## config.mk

```make
export PLATFORM = sky130hd
export DESIGN_NAME = tcdm_error_slave_mc
export DESIGN_NICKNAME = d
export VERILOG_FILES = /design/src/rtl/tcdm_error_slave_mc.sv
export SDC_FILE = /design/constraint.sdc
export NUM_CORES = 1
export LEC_CHECK = 0
export BUFFER_PORTS_ARGS = -buffer_cell sky130_fd_sc_hd__buf_2
export CAP_MARGIN = 20
export CORE_MARGIN = 3
export CORE_UTILIZATION = 39
export CTS_BUF_LIST = sky130_fd_sc_hd__clkbuf_16
export DETAILED_ROUTE_END_ITERATION = 16
export PLACE_DENSITY_LB_ADDON = 0.2
export SYNTH_ARGS = -nofsm -noshare
export SYNTH_HDL_FRONTEND = slang
export SYNTH_SLANG_ARGS = --single-unit
```

## constraint.sdc

```tcl
create_clock -name clk_i -period 2.04 [get_ports clk_i]
set_clock_uncertainty 0.1 [all_clocks]
set_input_delay 0.408 -clock clk_i [delete_from_list [all_inputs] [get_ports clk_i]]
set_output_delay 0.408 -clock clk_i [all_outputs]
set_load 0.02 [all_outputs]
```

## src/rtl/tcdm_error_slave_mc.sv

```systemverilog
// Multi-channel TCDM error slave: grants every request, answers each one with an
// error response after a fixed latency, and logs the first fault plus a fault count.
module tcdm_error_slave_mc #(
    parameter int unsigned                  NB_CH          = 2,
    parameter int unsigned                  ADDR_WIDTH     = 32,
    parameter int unsigned                  DATA_WIDTH     = 32,
    parameter logic [DATA_WIDTH-1:0]        ERROR_RESPONSE = DATA_WIDTH'(32'hBADACCE5),
    parameter int unsigned                  RESP_LATENCY   = 1,
    parameter int unsigned                  CNT_WIDTH      = 16
) (
    input  logic                                          clk_i,
    input  logic                                          rst_ni,
    input  logic [NB_CH-1:0]                              req_i,
    input  logic [NB_CH*ADDR_WIDTH-1:0]                   add_i,
    input  logic [NB_CH-1:0]                              wen_i,
    output logic [NB_CH-1:0]                              gnt_o,
    output logic [NB_CH-1:0]                              r_valid_o,
    output logic [NB_CH*DATA_WIDTH-1:0]                   r_rdata_o,
    output logic [NB_CH-1:0]                              r_opc_o,
    input  logic                                          clear_i,
    output logic [ADDR_WIDTH-1:0]                         err_addr_o,
    output logic [((NB_CH > 1) ? $clog2(NB_CH) : 1)-1:0]  err_chan_o,
    output logic                                          err_write_o,
    output logic [CNT_WIDTH-1:0]                          err_count_o,
    output logic                                          err_ovf_o,
    output logic                                          err_irq_o
);

    localparam int unsigned CHW  = (NB_CH > 1) ? $clog2(NB_CH) : 1;
    localparam int unsigned PCW  = $clog2(NB_CH + 1);
    localparam int unsigned SUMW = CNT_WIDTH + PCW;
    localparam logic [SUMW-1:0] CNT_MAX = SUMW'({CNT_WIDTH{1'b1}});

    typedef enum logic {IDLE, LOGGED} state_e;

    // ---------------- response pipeline ----------------
    logic [NB_CH-1:0] pipe_q [RESP_LATENCY];
    logic [NB_CH-1:0] pipe_d [RESP_LATENCY];

    assign gnt_o = req_i;

    always_comb begin
        for (int s = 0; s < int'(RESP_LATENCY); s++) begin
            pipe_d[s] = '0;
        end
        pipe_d[0] = req_i;
        for (int s = 1; s < int'(RESP_LATENCY); s++) begin
            pipe_d[s] = pipe_q[s-1];
        end
    end

    always_ff @(posedge clk_i or negedge rst_ni) begin
        if (!rst_ni) begin
            for (int s = 0; s < int'(RESP_LATENCY); s++) begin
                pipe_q[s] <= '0;
            end
        end else begin
            for (int s = 0; s < int'(RESP_LATENCY); s++) begin
                pipe_q[s] <= pipe_d[s];
            end
        end
    end

    assign r_valid_o = pipe_q[RESP_LATENCY-1];
    assign r_opc_o   = pipe_q[RESP_LATENCY-1];

    always_comb begin
        r_rdata_o = '0;
        for (int i = 0; i < int'(NB_CH); i++) begin
            if (r_valid_o[i]) begin
                r_rdata_o[i*DATA_WIDTH +: DATA_WIDTH] = ERROR_RESPONSE;
            end
        end
    end

    // ---------------- error log ----------------
    state_e                state_q, state_d;
    logic [ADDR_WIDTH-1:0] addr_q, addr_d;
    logic [CHW-1:0]        chan_q, chan_d;
    logic                  write_q, write_d;
    logic [CNT_WIDTH-1:0]  count_q, count_d;
    logic                  ovf_q, ovf_d;

    logic [PCW-1:0]        pop;
    logic [ADDR_WIDTH-1:0] cap_addr;
    logic [CHW-1:0]        cap_chan;
    logic                  cap_write;
    state_e                base_state;
    logic [SUMW-1:0]       sum;

    always_comb begin
        state_d   = state_q;
        addr_d    = addr_q;
        chan_d    = chan_q;
        write_d   = write_q;
        count_d   = count_q;
        ovf_d     = ovf_q;
        pop       = '0;
        cap_addr  = '0;
        cap_chan  = '0;
        cap_write = 1'b0;

        // Descending scan so the lowest-indexed requester wins the capture.
        for (int i = int'(NB_CH) - 1; i >= 0; i--) begin
            pop = pop + PCW'(req_i[i]);
            if (req_i[i]) begin
                cap_addr  = add_i[i*ADDR_WIDTH +: ADDR_WIDTH];
                cap_write = ~wen_i[i];
                cap_chan  = CHW'(i);
            end
        end

        // Clear takes effect first; a same-cycle request is then logged afresh.
        base_state = state_q;
        if (clear_i) begin
            base_state = IDLE;
            addr_d     = '0;
            chan_d     = '0;
            write_d    = 1'b0;
            count_d    = '0;
            ovf_d      = 1'b0;
        end
        state_d = base_state;

        sum = SUMW'(count_d) + SUMW'(pop);
        count_d = (sum > CNT_MAX) ? CNT_WIDTH'(CNT_MAX) : CNT_WIDTH'(sum);

        if (|req_i) begin
            if (base_state == IDLE) begin
                state_d = LOGGED;
                addr_d  = cap_addr;
                chan_d  = cap_chan;
                write_d = cap_write;
            end else begin
                ovf_d = 1'b1;
            end
        end
    end

    always_ff @(posedge clk_i or negedge rst_ni) begin
        if (!rst_ni) begin
            state_q <= IDLE;
            addr_q  <= '0;
            chan_q  <= '0;
            write_q <= 1'b0;
            count_q <= '0;
            ovf_q   <= 1'b0;
        end else begin
            state_q <= state_d;
            addr_q  <= addr_d;
            chan_q  <= chan_d;
            write_q <= write_d;
            count_q <= count_d;
            ovf_q   <= ovf_d;
        end
    end

    assign err_addr_o  = addr_q;
    assign err_chan_o  = chan_q;
    assign err_write_o = write_q;
    assign err_count_o = count_q;
    assign err_ovf_o   = ovf_q;
    assign err_irq_o   = (state_q == LOGGED);

endmodule

```

==> metrics.cfg <==
[route]
drt-total-wl_mm=7.75
first_pass_iters=4
drc=0
postRouteAntennaNets=0
avgViaCountPerCell=4.84
post_drt_wl_per_cell_um=14.0
drt_iter0_drc=91
vias=2687

[sta]
max-slew-margin-rel_pct=66.4
finalCriticalPeriod_ns=1.97
setup_viol=0
fin_setup_tns_ns=0
final-hold-violation-count=0
period_share_pct=96.7
fmax_mhz=507
worst_pin_slew_ns=0.504
drv_slew=0

[min_path]
worstHoldPathType=in2reg

[setup_path]
crit_arrival_ns=2.05
crit_type=reg2reg
critPathCaptureType=register
path_max_fanout=3
r2r_slack_ns=0.07
slowest_stage=dfrtp_1
max_stage_delay_ns=0.36
worstPathRequired_ns=2.12
crit_chain=nor2b_4 > fa_2 > ha_2 > nand4_1 > nor4_4 > nand3_1 > mux2i_1
cp-start-kind=register

[synthesis]
avgSynthCellArea_um2=9.38
syn_area_um2=3100
synthAdderAreaFrac_pct=1.05
synth_top_family_by_area=buffers and inverters
synth_warnings=0
synthMuxAreaShare_pct=0.323
synthXorXnorAreaFrac_pct=2.83
synthDistinctLibCells=35
synth_compound_area_share_pct=16.5
synth-simple-area-share_pct=15.4
synthDominantCellAreaShare_pct=43.6
syn-instance-count=330
yosys.area.top_type=dfrtp_1
synthTopCellsByArea=dfrtp_1 (44%), buf_4 (16%), a22oi_1 (7.5%)
synth-seq-cells=54
ys_seq_area_share_pct=43.6

[final_layout]
final_util_pct=52.6
final_cell_mix=buf_2 (166), dfrtp_1 (54), o21ai_0 (41), nand3_1 (39), a22oi_1 (31)
final_common_cell=buf_2
post-route-cell-area_um2=3940
n_antenna_cell=0
final_cells=555
final_nets=528
drive_gt1_share_pct=44.3
syn_to_final_growth_pct=27.2
num-fill-cells=722

[cts]
clk_path_buf_depth=2
numCtsBuffers=5
cts_sinks=54
cts_root_buf=clkbuf_16
path_clk_slew_ns=0.07
clkLatencyLatePin_ns=0.29
cts_tree=yes
htree_num_levels=2

[place]
port_buffers=166
placed_area_um2=3720
place_congestion=0.880
dp_hpwl_mm=5.70
dp.cells=544

[global_routing]
grt_pass1_wl_mm=12.0
antenna_found_initial=0
grt_pass1_vias=2475
overflow=0
grt_max_degree=67
gr-usage-all-layers_pct=16.7

[floorplanning]
core_um2=7490
dieArea_um2=9050
start_util_pct=41.4
die_h_um=95.1
die_w_um=95.1
pin_count=193
core.rowCount=31

[run_status]
status=completed

[power]
vdd_ir_drop_max_mv=0.373
powerDensity_nw_per_um2=721
p_leak_nw=2.11

[run]
cap_violations=0

per-stage QoR:
| step | setup WS [ns] | hold slack, ns | power (mW) |
|---|---|---|---|
| after floorplan | -0.110 | 0.0124 | 1.70 |
| after global placement | 0.0117 | 0.300 | 1.88 |
| after detailed placement | 0.0221 | 0.304 | 1.89 |
| after CTS | 0.0905 | 0.302 | 2.86 |
| after global routing | -0.0102 | 0.309 | 2.97 |
| final | 0.0678 | 0.306 | 2.84 |
worst max-delay path: cells and delay by family, from the launching register on:
| kind | cells | cell delay, ns |
|---|---|---|
| adders and majority gates | 2 | 0.44 |
| DFF | 1 | 0.36 |
| muxes | 1 | 0.13 |
| and+or+nand+nor | 4 | 0.83 |
metal layers:
metal	GRT usage, %	up-vias	wire length, um
met5	0	-	0
met4	4.45	0	74
met3	4.03	7	612
met2	27.2	120	3780
met1	22.3	1243	3280
li1	-	1317	-
logic make-up after synthesis:
family                     Yosys count
other                                1
xor gates and xnor gates            10
and+or+nand+nor                     84
DFF                                 54
AOI/OAI and AO/OA                   82
buffers and inverters               96
adders and majority gates            2
muxes                                1
synth_stat cells, drive strengths merged:
cell type and number:
o21ai 42, and4 1, fa 1, inv 6
a2111o 1, nand3 40, nor2b 4, ha 1
nand2b 5, nor4 3, a311o 1, o311ai 1
dfrtp 54, or4 1, xnor2 6, and2b 2
a22oi 31, conb 1, nand4b 3, clkbuf 19
mux2i 1, a21oi 4, a32o 1, and3 1
nand4 2, buf 71, xor2 4, nand2 11
nor2 8, o2111ai 1, nor3 3
repair_timing:
action / CTS / global route
hold buffers: 1 / 0
buffers inserted: 0 / 2
setup endpoints to repair: 0 / 2
resized for setup: 0 / 4
hold endpoints to repair: 20 / 0
area by class of cell:
cell class,count,area [um^2],share of cell area (%)
Clock inverter,3,45.0,1.14
Clock buffer,5,125,3.18
Inverter,6,22.5,0.572
Sequential cell,54,1350,34.3
Tap cell,99,124,3.15
Multi-Input combinational cell,205,1270,32.3
Timing Repair Buffer,183,998,25.4
power by group:
part / switching (mW) / internal, mW / total [mW]
clock network: 0.387 / 0.579 / 0.967
logic: 0.421 / 0.239 / 0.660
registers: 0.0634 / 1.15 / 1.21
path summary, 6_finish.rpt:
path | from | depth (start not counted) | to
worst max-delay path | err_count_o[0] | 7 | err_count_o[14]
worst min-delay path | add_i[47] | 3 | err_addr_o[15]
worst max register to register | err_count_o[0] | 7 | err_count_o[14]
worst min register to register | err_addr_o[3] | 2 | err_addr_o[3]
max in group asynchronous | rst_ni | 3 | err_addr_o[23]
min in group asynchronous | rst_ni | 2 | err_count_o[11]
registers in the layout, indices dropped and copies added, names as in the netlist:
name	flops
err_ovf_o	1
err_count_o	16
err_irq_o	1
err_chan_o	1
err_write_o	1
r_opc_o	2
err_addr_o	32
Note: power is estimated with default switching activity, not from simulation.
